File: config.mk
export PLATFORM = sky130hd
export DESIGN_NAME = fpu_fadd_issue
export DESIGN_NICKNAME = d
export VERILOG_FILES = /design/src/rtl/fpu_fadd_issue_pkg.sv /design/src/rtl/fpu_fadd_issue_fwd_mux.sv /design/src/rtl/fpu_fadd_issue.sv
export SDC_FILE = /design/constraint.sdc
export NUM_CORES = 1
export LEC_CHECK = 0
export ABC_AREA = 1
export BUFFER_PORTS_ARGS = -buffer_cell sky130_fd_sc_hd__buf_2
export CAP_MARGIN = 20
export CORE_MARGIN = 2
export CORE_UTILIZATION = 49
export DETAILED_ROUTE_END_ITERATION = 12
export HOLD_SLACK_MARGIN = 0.05
export PLACE_DENSITY = 0.85
export REMOVE_ABC_BUFFERS = 1
export SLEW_MARGIN = 20
export SYNTH_ARGS = -nofsm -noshare
export SYNTH_HDL_FRONTEND = slang
export SYNTH_HIERARCHICAL = 1
export SYNTH_SLANG_ARGS = --single-unit
File: constraint.sdc
create_clock -name clk -period 1.6 [get_ports clk]
set_clock_uncertainty 0.15 [all_clocks]
set_input_delay 0 -clock clk [delete_from_list [all_inputs] [get_ports clk]]
set_output_delay 0 -clock clk [all_outputs]
set_load 0.01 [all_outputs]
File: src/rtl/fpu_fadd_issue_pkg.sv
// Shared FPU definitions for the FP add issue stage: flag layout, exponent
// limits, register-index width and the slot payload types.
package fpu_fadd_issue_pkg;

  localparam int unsigned FP_REG_W    = 4;
  localparam int unsigned FLG_ZERO    = 0;
  localparam int unsigned FLG_INF     = 1;
  localparam int unsigned FLG_SIGN    = 2;
  localparam logic [7:0]  FP_EXP_MAX  = 8'hFF;

  typedef struct packed {
    logic                v;
    logic                sub;
    logic [FP_REG_W-1:0] dreg;
    logic [31:0]         a;
    logic [31:0]         b;
  } x_slot_t;

  typedef struct packed {
    logic                v;
    logic [FP_REG_W-1:0] dreg;
    logic [31:0]         data;
    logic [2:0]          flags;
  } r_slot_t;

  // Flags are derived purely from the captured single-precision bit pattern.
  function automatic logic [2:0] fp_flags(input logic [31:0] data);
    logic [2:0] f;
    f           = '0;
    f[FLG_ZERO] = (data[30:0] == 31'd0);
    f[FLG_INF]  = (data[30:23] == FP_EXP_MAX);
    f[FLG_SIGN] = data[31];
    return f;
  endfunction

endpackage

File: src/rtl/fpu_fadd_issue_fwd_mux.sv
// Operand forwarding mux for one source: in-flight X result beats the
// R slot, which beats the decode-supplied register-file value.
module fpu_fwd_mux
  import fpu_fadd_issue_pkg::*;
#(
  parameter bit FWD_EN = 1'b1
) (
  input  logic [FP_REG_W-1:0] sreg_i,
  input  logic                x_ok_i,
  input  logic [FP_REG_W-1:0] x_dreg_i,
  input  logic [31:0]         x_data_i,
  input  logic                r_ok_i,
  input  logic [FP_REG_W-1:0] r_dreg_i,
  input  logic [31:0]         r_data_i,
  input  logic [31:0]         fallback_i,
  output logic [31:0]         opnd_o
);

  always_comb begin
    opnd_o = fallback_i;
    if (FWD_EN && x_ok_i && (x_dreg_i == sreg_i)) begin
      opnd_o = x_data_i;
    end else if (FWD_EN && r_ok_i && (r_dreg_i == sreg_i)) begin
      opnd_o = r_data_i;
    end
  end

endmodule

File: src/rtl/fpu_fadd_issue.sv
// Issue/forwarding stage for the single-precision FP adder: decode op ->
// X slot (drives the external adder) -> R slot (presented to writeback).
module fpu_fadd_issue
  import fpu_fadd_issue_pkg::*;
#(
  parameter bit FWD_EN = 1'b1
) (
  input  logic                clk,
  input  logic                reset,
  input  logic                op_valid,
  output logic                op_ready,
  input  logic                op_sub,
  input  logic [FP_REG_W-1:0] op_areg,
  input  logic [FP_REG_W-1:0] op_breg,
  input  logic [FP_REG_W-1:0] op_dreg,
  input  logic [31:0]         op_a,
  input  logic [31:0]         op_b,
  input  logic                flush,
  output logic                add_isen,
  output logic                add_dosub,
  output logic [31:0]         add_srca,
  output logic [31:0]         add_srcb,
  input  logic [31:0]         add_dst,
  output logic                res_valid,
  input  logic                res_ready,
  output logic [FP_REG_W-1:0] res_dreg,
  output logic [31:0]         res_data,
  output logic [2:0]          res_flags,
  output logic [1:0]          busy
);

  x_slot_t     x_q, x_d;
  r_slot_t     r_q, r_d;
  logic [1:0]  busy_q, busy_d;
  logic        r_adv, x_adv, accept;
  logic        x_fwd_ok, r_fwd_ok;
  logic [31:0] opnd_a, opnd_b;

  assign r_adv    = !r_q.v || res_ready;
  assign x_adv    = !x_q.v || r_adv;
  assign op_ready = x_adv && !flush;
  assign accept   = op_valid && op_ready;

  // X only ever leaves uncaptured on flush; R's value is stale once it retires,
  // because the register file then already holds it.
  assign x_fwd_ok = x_q.v && !flush;
  assign r_fwd_ok = r_q.v && !res_ready;

  fpu_fwd_mux #(.FWD_EN(FWD_EN)) u_fwd_a (
    .sreg_i     (op_areg),
    .x_ok_i     (x_fwd_ok),
    .x_dreg_i   (x_q.dreg),
    .x_data_i   (add_dst),
    .r_ok_i     (r_fwd_ok),
    .r_dreg_i   (r_q.dreg),
    .r_data_i   (r_q.data),
    .fallback_i (op_a),
    .opnd_o     (opnd_a)
  );

  fpu_fwd_mux #(.FWD_EN(FWD_EN)) u_fwd_b (
    .sreg_i     (op_breg),
    .x_ok_i     (x_fwd_ok),
    .x_dreg_i   (x_q.dreg),
    .x_data_i   (add_dst),
    .r_ok_i     (r_fwd_ok),
    .r_dreg_i   (r_q.dreg),
    .r_data_i   (r_q.data),
    .fallback_i (op_b),
    .opnd_o     (opnd_b)
  );

  always_comb begin
    x_d = x_q;
    if (flush) begin
      x_d.v = 1'b0;
    end else if (accept) begin
      x_d = '{v: 1'b1, sub: op_sub, dreg: op_dreg, a: opnd_a, b: opnd_b};
    end else if (x_adv) begin
      x_d.v = 1'b0;
    end

    r_d = r_q;
    if (flush) begin
      r_d.v = 1'b0;
    end else if (x_q.v && r_adv) begin
      r_d = '{v: 1'b1, dreg: x_q.dreg, data: add_dst, flags: fp_flags(add_dst)};
    end else if (res_ready) begin
      r_d.v = 1'b0;
    end

    busy_d = {1'b0, x_d.v} + {1'b0, r_d.v};
  end

  always_ff @(posedge clk or negedge reset) begin
    if (!reset) begin
      x_q    <= '0;
      r_q    <= '0;
      busy_q <= '0;
    end else begin
      x_q    <= x_d;
      r_q    <= r_d;
      busy_q <= busy_d;
    end
  end

  assign add_isen  = x_q.v;
  assign add_dosub = x_q.sub;
  assign add_srca  = x_q.a;
  assign add_srcb  = x_q.b;

  assign res_valid = r_q.v;
  assign res_dreg  = r_q.dreg;
  assign res_data  = r_q.data;
  assign res_flags = r_q.flags;
  assign busy      = busy_q;

endmodule

Yosys cells after proc, flatten, opt, wreduce, memory -nomap -nowiden
Cells that the tools add are included.

cells by class
  bitwise logic cells = 1
  eq/ne operators = 5
  $add $sub $neg = 1
  reductions and logical operators = 18
  muxes and demuxes = 10

operators with widths
  cell                  number
  $mux W32              4
  $logic_not A31 Y1     1
  $eq A4 B4 Y1          4
  $logic_and A1 B1 Y1   9
  $eq A8 B8 Y1 const B  1
  $mux W1               6
  $logic_not A1 Y1      4
  $reduce_and A2 Y1     2
  $add A1 B1 Y2         1
  $logic_or A1 B1 Y1    2
  $not A1 Y1            1

storage, ports and cells
  output and inout port bits = 109
  flip-flop bits (word level) = 112

Logic depth before layout (Yosys ltp)
Gate-level depths: netlist of run 1.

  depth in word-level cells = 8
  mapped depth = 12
  depth with buffers taken out = 11

Modules after synthesis
The synthesis of run 1 kept the hierarchy.

modules (own cells, without submodules)
  module          instances  area each (µm²)  cells an instance
  fpu_fadd_issue  1          4921.0           567
  fpu_fwd_mux     2          1705.4           282

Least setup slack after synthesis of run 1
No wires, ideal clock.

  kind = reg2reg
  start point = reg x_q (netlist bit add_isen)
  end point = reg x_q (netlist bit add_srcb[10])
  stages on the path, launching flop included = 11
  arrival = 1.384 ns
  library setup time = 0.117 ns
  path slack = -0.051 ns
  data required time = 1.333 ns
  buffers on the path = 1
  clock period less this slack = 1.651 ns
  cell sequence = dfrtp_1 -> inv_2 -> nor2_4 -> o21ai_1 -> nor2_2 -> nand3_2 -> buf_6 -> nand3_2 -> nand2_2 -> nand3_1 -> nand2_1

between the ends
  elaborated cells on any way between the ends = 8
  classes of those cells = mux: 1; reduce/logical: 7

RTL lines
  what                    line                          text
  start, declared         fpu_fadd_issue.sv:32          x_slot_t x_q, x_d;
  start signal, assigned  fpu_fadd_issue.sv:97          x_q <= '0;
  start signal, assigned  fpu_fadd_issue.sv:101         x_q <= x_d;
  $logic_and A1 B1 Y1     fpu_fadd_issue.sv:46          assign x_fwd_ok = x_q.v && !flush;
  named net x_fwd_ok      fpu_fadd_issue.sv:36          logic x_fwd_ok, r_fwd_ok;
  $logic_and A1 B1 Y1     fpu_fadd_issue_fwd_mux.sv:21  if (FWD_EN && x_ok_i && (x_dreg_i == sreg_i)) begin
  $mux W32                fpu_fadd_issue_fwd_mux.sv:21
  named net opnd_b[10]    fpu_fadd_issue.sv:37          logic [31:0] opnd_a, opnd_b;

The timed path passes the listed nets, and every way through them passes these cells.
A chain may end at the register's enable or synchronous reset.

Worst setup path after layout of run 1
  start point = reg r_q (netlist bit res_valid)
  end point = reg x_q (netlist bit add_srca[0])

between the ends
  elaborated cells on any way between the ends = 10
  classes of those cells = mux: 2; reduce/logical: 8

RTL lines
  what                    line                          text
  start, declared         fpu_fadd_issue.sv:33          r_slot_t r_q, r_d;
  start signal, assigned  fpu_fadd_issue.sv:102         r_q <= r_d;
  $logic_and A1 B1 Y1     fpu_fadd_issue.sv:47          assign r_fwd_ok = r_q.v && !res_ready;
  named net r_fwd_ok      fpu_fadd_issue.sv:36
  $logic_and A1 B1 Y1     fpu_fadd_issue_fwd_mux.sv:23  end else if (FWD_EN && r_ok_i && (r_dreg_i == sreg_i)) begin
  $mux W32                fpu_fadd_issue_fwd_mux.sv:23
  $mux W32                fpu_fadd_issue_fwd_mux.sv:21
  named net opnd_a[0]     fpu_fadd_issue.sv:37

The timed path passes the listed nets, and every way through them passes these cells.

==> results of run 1 <==
-- cells in the final DEF, fill, tap and decap left out, types with 4 or more instances in the layout --
cell type	instances
buf_8	4
nand4_1	132
nand3_2	73
nand2_2	124
buf_6	12
inv_1	140
nand2_4	11
o21ai_2	4
dfrtp_1	107
dlygate4sd3_1	105
buf_4	41
nand3_1	60
nand2_1	272
nor2_4	9
clkbuf_16	10
nand3_4	4
inv_2	9
nor2_1	22
buf_2	220
buf_12	19
nor2_2	4
dfrtp_2	4
-- cell usage after synthesis (all sizes together) --
master,count
ha,1
nor2,35
nand2,408
o21a,1
a21oi,2
o21ai,6
o31ai,1
inv,151
clkinv,2
buf,129
nand3,137
nand4,132
clkbuf,13
xnor2,2
dfrtp,111
-- cells by family after synthesis --
group	Yosys count	share of synthesized area, %
simple gates	712	46.93
buf+inv	295	18.40
flops	111	33.34
compound gates	10	0.7960
xor+xnor	2	0.3904
fa+ha+maj	1	0.1501
-- where the power goes --
part | internal (W) | switching, W
registers | 0.00323 | 0.000410
logic | 0.00131 | 0.00199
clock network | 0.00113 | 0.00105
total | 0.00567 | 0.00346
-- worst reg2reg max path: stages, from the launching register on --
cell and delay, ps:
dfrtp_1 380, nand2_2 100, inv_4 90, nand2_4 60
nor2_4 210, nand3_4 150, buf_8 180, nand2_2 60
nand3_1 90, nand2_1 100, nand3_1 90, nand2_1 110
-- routing by layer --
metal  global-route usage, %  share of wire, %  vias to the layer above
met3                   8.390                12                      210
met5                       0                 0                        -
met1                   39.44                35                     4300
met4                   20.76               5.3                        0
met2                   55.61                48                      802
li1                        -                 -                     4086
-- state kept, by name, summed over array words and instances, names as in the netlist --
register	flops
add_isen	1
add_dosub	1
x_q	4
res_valid	1
add_srca	32
res_data	32
add_srcb	32
busy	2
res_flags	2
res_dreg	4
-- layout make-up --
type                    instances  area [um^2]  area share, %
diodes                          2        5.005        0.04442
clock buffers                  13        260.3          2.310
clock inverters                 1        5.005        0.04442
inverters                     153        589.3          5.230
multi-input cells             725         4249          37.71
flip-flops and latches        111         2783          24.70
well taps                     220        275.3          2.443
repair buffers                404         3100          27.52
-- per-stage QoR --
step / area [um^2] / utilization (%) / cells / power [W] / setup TNS [ps]
floorplan: 7376 / - / 989 / 0.004952 / -86720
global placement: 9540 / 57.53 / 1495 / 0.006408 / -2950
detailed placement: 9540 / 57.53 / 1495 / 0.006507 / -6634
CTS: 11080 / 66.81 / 1624 / 0.008939 / -5107
global route: 11260 / 67.93 / 1628 / 0.009530 / -13860
finish: 11270 / 67.94 / 1629 / 0.009127 / -8199
-- repair_timing --
item                                   in CTS  in global routing
buffers inserted                            8                  5
resized for setup                          25                 46
endpoints found under the hold margin     218                  0
setup endpoints to repair                  66                 73
pin swaps                                   7                 19
gates cloned                                1                  1
hold buffers                              106                  0
-- final timing paths --
path | cells past startpoint | from | slack, ps | to
max | 11 | res_valid | -230 | add_srca[0]
min | 6 | res_ready | 80 | busy[1]
max reg2reg | 11 | res_valid | -230 | add_srca[0]
min reg2reg | 2 | add_srca[19] | 320 | add_srca[19]
max in group asynchronous | 4 | reset | 220 | x_q[67]
min in group asynchronous | 3 | reset | 470 | add_srcb[11]
==> results_dict.tcl, run 1 <==
set metrics [dict create \
    via_count_of_the_first_global_routing_pass 9613 \
    worst_slew_pin_slew_ps 451.8 \
    cp.arrival_ps 1970 \
    setup_violations 66 \
    cp.required_ps 1740 \
    nNetsFinal 1519 \
    synth_cell_type_count 28 \
    detail_route.drc_violations 0 \
    clock_tree.root_cell "clkbuf_16" \
    worst_path_largest_cell_delay_ps 380 \
    cts_tree "yes" \
    grt_antenna_before_repair 1 \
    post-synth-top-area-cell "dfrtp_1" \
    path_max_fanout 6 \
    worst_slew_margin_rel_pct 69.88 \
    ant_nets 0 \
    cts_made_buffers 9 \
    wl_per_cell_um 19.29 \
    max_cap_violation_count 0 \
    floorplan.initialDensity_pct 50.24 \
    track_usage_pct 33.70 \
    critical_path.slowest_cell "dfrtp_1" \
    ys_warn_count 6 \
    path_clk_slew_ps 70 \
    timing.critical_path.max_delay_family "simple AND/OR/NAND/NOR gates" \
    buf_inv_on_cp 2 \
    timing_worst_setup_path_type "flip-flop to flip-flop" \
    total_leakage_power_nw 6.204 \
    cts_max_path_buffers 2 \
    status "finished with violations" \
    grt_start_max_net_pins 49 \
    globalRouteOverflowTotal 0 \
    synthesis.area_per_instance_um2 7.367 \
    fin_worst_hold_slack_ps 82.22 \
    fmax_mhz 546.4 \
    number_of_vias_after_detailed_routing 9398 \
    placeable_core_area_um2 16580 \
    design.portCount 223 \
    setup_repair_after_global_routing_missed_its_margin "true" \
    worstSetupStartpointType "flip-flop" \
    grt_first_pass_wirelength_mm 47.95 \
    ys_top_cells_by_area "dfrtp_1 33%, nand2_1 13%, nand4_1 9.9%" \
    layout_worst_path_cycle_share_pct 114.4 \
    report.final.hold_viol_count 0 \
    htreeDepth 3 \
    route.detailed.vias_per_inst 5.769 \
    detailedRoute.firstIterationViolations 1025 \
    core.rowCount 47 \
    ys_seq_elements 111 \
    detailedPlace.worstSlack_ps -140.6 \
    portBuffers 222 \
    insertion_delay_ps 350 \
    postRouteWirelength_mm 31.43 \
    fill_cells 1221 \
    die_h_um 134.4 \
    post_synth_instance_area_um2 8332 \
    clkSinkCount 111 \
    detailed_place_hpwl_mm 19.03 \
    power.density_nw_per_um2 810.0 \
    synth.yosys.seq_area_share_pct 33.34 \
    total_iterations_of_the_first_detailed_routing_run 6 \
    max-vdd-ir-drop_uv 535.4 \
    routabilityCongestion 0.8597 \
    finalWorstPathRequiredPeriod_ps 1830 \
    drive_gt1_share_pct 39.80 \
    min_path_type "primary input to flip-flop" \
    area_delta_synth_final_pct 35.23 \
    chipWidth_um 134.4 \
    post_synthesis_instance_total 1131 \
    violations "negative setup slack" \
    worstPathCellList "nand2_2 > inv_4 > nand2_4 > nor2_4 > nand3_4 > buf_8 > nand2_2 > nand3_1 > nand2_1 > nand3_1 > nand2_1" \
    synth_top_cell_area_share_pct 33.34 \
    final.setup.worst_slack_ps -230.3 \
    critical_path.endpoint_type "flip-flop" \
    finalMaxSlewViolations 0 \
    die_outline_area_um2 18060 \
]
(Power assumes the default switching activity.)
==> run 2: changes to the inputs <==
--- a/config.mk
+++ b/config.mk
@@ -8,7 +8,7 @@
 export ABC_AREA = 1
 export BUFFER_PORTS_ARGS = -buffer_cell sky130_fd_sc_hd__buf_2
 export CAP_MARGIN = 20
-export CORE_MARGIN = 2
+export CORE_MARGIN = 5
 export CORE_UTILIZATION = 49
 export DETAILED_ROUTE_END_ITERATION = 12
 export HOLD_SLACK_MARGIN = 0.05
==> results_dict.tcl, run 2 (synthesis results as in run 1) <==
set metrics [dict create \
    status "finished with violations" \
    violations "negative setup slack" \
    logic_pwr_share_pct 37.2 \
    setup_violations 72 \
    detailed_place_hpwl_mm 19.52 \
    critical_path.endpoint_type "flip-flop" \
    fill_cells 1175 \
    reg2reg_from "res_dreg[3]" \
    worst_slew_pin_slew_ps 428.6 \
    fin_worst_hold_slack_ps 94.24 \
    total_leakage_power_nw 6.293 \
    final-seq-area_um2 2780 \
    finalWorstPathRequiredPeriod_ps 1821 \
    design.portCount 223 \
    chipWidth_um 140.4 \
    via_count_of_the_first_global_routing_pass 9550 \
    total_iterations_of_the_first_detailed_routing_run 5 \
    postRouteWirelength_mm 32.44 \
    cts_tree "yes" \
    globalRouteOverflowTotal 0 \
    clkPwrFrac_pct 23.8 \
    layout_common_cells "269 x nand2_1, 220 x buf_2, 140 x inv_1, 132 x nand4_1, 121 x nand2_2" \
    core.rowCount 47 \
    worst_slew_margin_rel_pct 71.42 \
    netSwitchingFraction_pct 38.32 \
    power.internal_w 0.005762 \
    track_usage_pct 31.03 \
    grt_start_max_net_pins 45 \
    setup_tns_ps -9782 \
    cp.required_ps 1750 \
    floorplan.initialDensity_pct 50.06 \
    final.setup.worst_slack_ps -220.8 \
    finalMaxSlewViolations 0 \
    crit_start "res_dreg[3]" \
    nNetsFinal 1522 \
    power.density_nw_per_um2 813.6 \
    non_filler_instance_count_after_layout 1633 \
    grt_antenna_before_repair 0 \
    setup_repair_after_global_routing_missed_its_margin "true" \
    placeable_core_area_um2 16640 \
    area_delta_synth_final_pct 37.80 \
    timing_worst_setup_path_type "flip-flop to flip-flop" \
    sequentialPowerShare_pct 39.0 \
    design_power_total_w 0.009341 \
    power.switching_w 0.003579 \
    routabilityCongestion 0.8446 \
    portBuffers 222 \
    insertion_delay_ps 350 \
    die_h_um 140.4 \
    htreeDepth 3 \
    max_cap_violation_count 0 \
    detail_route.drc_violations 0 \
    detailedRoute.firstIterationViolations 961 \
    die_outline_area_um2 19710 \
    dp.cells 1493 \
    cts_max_path_buffers 2 \
    fmax_mhz 549.2 \
    most_frequent_standard_cell_in_the_layout_excluding_fill_and_tap_cells "nand2_1" \
    report.final.hold_viol_count 0 \
    path_clk_slew_ps 70 \
    clock_tree.root_cell "clkbuf_16" \
    grt_first_pass_wirelength_mm 49.36 \
    multi_input_comb_area_um2 4282 \
    cp.arrival_ps 1970 \
    ant_nets 0 \
    clkSinkCount 111 \
    number_of_vias_after_detailed_routing 9504 \
    worst_hold_startpoint "res_ready" \
    drive_gt1_share_pct 40.30 \
    route.detailed.vias_per_inst 5.820 \
    path_max_fanout 18 \
    cts_made_buffers 9 \
    finalCoreUtilization_pct 68.99 \
    worstSetupStartpointType "flip-flop" \
    max-vdd-ir-drop_uv 530.6 \
    min_path_type "primary input to flip-flop" \
    layout_worst_path_cycle_share_pct 113.8 \
    wl_per_cell_um 19.86 \
]
[run 2: changes by cell type in the layout (fill, tap and decap cells not counted), sizes merged]
cell / delta
bufbuf: +2
clkinv: +2
inv: +2
clkbuf: -1
diode: -1
dlygate4sd3: +1
dlymetal6s4s: -1
[run 2: power groups by stage]
stage	Combinational [W]	Sequential [W]	Clock, W
2_1_floorplan	0.00116	0.00380	0
3_3_place_gp	0.00277	0.00365	0
3_5_place_dp	0.00286	0.00366	0
4_1_cts	0.00328	0.00361	0.00226
5_1_grt	0.00370	0.00369	0.00235
6_report	0.00347	0.00364	0.00222
[run 2: routing by layer]
metal | global-route usage [%] | part of all wire [%]
met1 | 37.14 | 35
met2 | 50.83 | 47
met3 | 7.737 | 12
met4 | 17.64 | 5.6
met5 | 0 | 0
[run 2: critical path, stage by stage (launching register included)]
cell	delay [ps]
dfrtp_1	430
nand2_1	130
nand2_4	60
nor2_4	200
nand3_4	160
buf_12	200
nand2_1	100
nand3_2	80
nand2_2	70
nand3_2	80
nand2_1	80
[run 2: final timing paths]
path	endpoint	slack (ps)	cells after the start
max	add_srca[0]	-220	10
min	busy[1]	90	6
max reg2reg	add_srca[0]	-220	10
min reg2reg	add_srca[20]	320	2
max in group asynchronous	res_dreg[2]	220	4
min in group asynchronous	add_srcb[31]	480	3
[run 2: metrics by stage]
step | cell area [um^2] | worst slack, ps
after floorplan | 7376 | -1292
after global placement | 9500 | -103.6
after detailed placement | 9500 | -144.3
after CTS | 11160 | -106.9
after global routing | 11480 | -275.5
final | 11480 | -220.8
[run 2: final cells by class]
class	count	area share, %
Timing Repair Buffer	407	28.54
Multi-Input combinational cell	725	37.29
Inverter	153	5.133
Tap cell	220	2.398
Clock buffer	11	2.114
Clock inverter	5	0.2833
Sequential cell	111	24.22
Antenna cell	1	0.02180
[run 2: repair_timing]
item,4_1_cts,5_1_grt
resized for setup,38,50
pin swaps,9,18
hold endpoints to repair,218,0
hold buffers,106,0
gates cloned,3,2
setup endpoints to repair,65,66
setup buffers,7,6
==> run 3: changes to the inputs <==
--- a/config.mk
+++ b/config.mk
@@ -10,6 +10,7 @@
 export CAP_MARGIN = 20
 export CORE_MARGIN = 5
 export CORE_UTILIZATION = 49
+export CTS_BUF_LIST = sky130_fd_sc_hd__clkbuf_4 sky130_fd_sc_hd__clkbuf_8 sky130_fd_sc_hd__clkbuf_16
 export DETAILED_ROUTE_END_ITERATION = 12
 export HOLD_SLACK_MARGIN = 0.05
 export PLACE_DENSITY = 0.85
@@ -19,3 +20,4 @@
 export SYNTH_HDL_FRONTEND = slang
 export SYNTH_HIERARCHICAL = 1
 export SYNTH_SLANG_ARGS = --single-unit
+export TNS_END_PERCENT = 100
==> results_dict.tcl, run 3 (synthesis results as in run 1) <==
set metrics [dict create \
    timing_worst_setup_path_type "flip-flop to flip-flop" \
    portBuffers 222 \
    path_clk_slew_ps 70 \
    status "finished with violations" \
    fmax_mhz 548.2 \
    total_leakage_power_nw 6.295 \
    htreeDepth 3 \
    critical_path.endpoint_type "flip-flop" \
    finalCoreUtilization_pct 68.98 \
    grt_antenna_before_repair 0 \
    grt.met3_usage_pct 7.737 \
    most_frequent_standard_cell_in_the_layout_excluding_fill_and_tap_cells "nand2_1" \
    ant_nets 0 \
    busiest_layer "met2" \
    die_h_um 140.4 \
    die_outline_area_um2 19710 \
    cts_max_path_buffers 2 \
    design_area_um2 11480 \
    chipWidth_um 140.4 \
    floorplan.initialDensity_pct 50.06 \
    layout_common_cells "269 x nand2_1, 220 x buf_2, 140 x inv_1, 132 x nand4_1, 122 x nand2_2" \
    cts_tree "yes" \
    final.setup.worst_slack_ps -224.3 \
    worstSetupStartpointType "flip-flop" \
    detailedRoute.firstIterationViolations 896 \
    drive_gt1_share_pct 40.37 \
    area_delta_synth_final_pct 37.78 \
    max_cap_violation_count 0 \
    layout_worst_path_cycle_share_pct 114.0 \
    insertion_delay_ps 350 \
    cp.required_ps 1750 \
    grt_use_met1_pct 37.14 \
    rrSetupSlack_ps -220 \
    cp.arrival_ps 1970 \
    fill_cells 1176 \
    grt_first_pass_wirelength_mm 49.34 \
    detail_route.drc_violations 0 \
    placeable_core_area_um2 16640 \
    min_path_type "primary input to flip-flop" \
    violations "negative setup slack" \
    worst_slew_pin_slew_ps 425.9 \
    core.rowCount 47 \
    dpl_cell_area_um2 9500 \
    fin_worst_hold_slack_ps 94.74 \
    detailed_place_hpwl_mm 19.52 \
    cts_made_buffers 9 \
    wl_per_cell_um 19.85 \
    max-vdd-ir-drop_uv 532.7 \
    design.portCount 223 \
    via_count_of_the_first_global_routing_pass 9537 \
    total_iterations_of_the_first_detailed_routing_run 5 \
    design_power_total_w 0.009355 \
    setup_violations 71 \
    routabilityCongestion 0.8446 \
    use_met2_pct 50.78 \
    globalRouteOverflowTotal 0 \
    detailedPlace.worstSlack_ps -144.3 \
    clock_tree.root_cell "clkbuf_16" \
    postRouteWirelength_mm 32.41 \
    clkSinkCount 111 \
    number_of_vias_after_detailed_routing 9500 \
    finalWorstPathRequiredPeriod_ps 1824 \
    path_max_fanout 18 \
    report.final.hold_viol_count 0 \
    route.detailed.vias_per_inst 5.818 \
    finalMaxSlewViolations 0 \
    setup_repair_after_global_routing_missed_its_margin "true" \
    nNetsFinal 1522 \
    worst_slew_margin_rel_pct 71.61 \
    track_usage_pct 31.02 \
    power.density_nw_per_um2 814.9 \
    grt_start_max_net_pins 45 \
]
[run 3: worst paths after layout]
check	end	from	depth (start not counted)
min in group asynchronous	add_srcb[31]	reset	3
max in group asynchronous	res_dreg[2]	reset	4
worst max-delay path	add_srca[0]	res_dreg[3]	10
worst max register to register	add_srca[0]	res_dreg[3]	10
worst min-delay path	busy[1]	res_ready	6
worst min register to register	add_srca[20]	add_srca[20]	2
[run 3: cell type report]
| class | count | area (um^2) | area share, % |
|---|---|---|---|
| flip-flops and latches | 111 | 2780 | 24.22 |
| clock buffers | 11 | 246.5 | 2.147 |
| well taps | 220 | 275.3 | 2.398 |
| diodes | 1 | 2.502 | 0.02180 |
| inverters | 153 | 589.3 | 5.133 |
| repair buffers | 407 | 3277 | 28.54 |
| clock inverters | 5 | 32.53 | 0.2834 |
| multi-input cells | 725 | 4277 | 37.25 |
[run 3: critical path, cell delays in order, from the launching register on]
cell and delay, ps:
dfrtp_1 430, nand2_1 130, nand2_4 60, nor2_4 200, nand3_4 160, buf_12 200
nand2_1 110, nand3_2 80, nand2_2 70, nand3_2 80, nand2_1 80
[run 3: what timing repair did]
action	CTS	global route
gates resized for setup	38	49
buffers inserted	7	6
pin swaps	9	17
endpoints found under the hold margin	218	0
hold buffers	106	0
gates cloned	3	2
endpoints found under the setup margin	65	66
[run 3: power breakdown]
part | leakage (nW) | switching, W | total, W | internal [W]
clock | 0.143 | 0.00112 | 0.00225 | 0.00112
combinational | 4.77 | 0.00204 | 0.00347 | 0.00142
sequential | 1.38 | 0.000410 | 0.00364 | 0.00323
total | 6.30 | 0.00358 | 0.00936 | 0.00578
[run 3: per-stage QoR]
| stage | std cells | setup TNS, ps |
|---|---|---|
| after global placement | 1493 | -3575 |
| after detailed placement | 1493 | -6802 |
| after CTS | 1625 | -4748 |
| final | 1633 | -9675 |
| after floorplan | 989 | -86720 |
| after global routing | 1632 | -14600 |
[run 3: metal layers]
layer	share of wire, %	wire length, um
met1	35	11490
met2	47	15160
met3	12	3949
met4	5.6	1811
met5	0	0
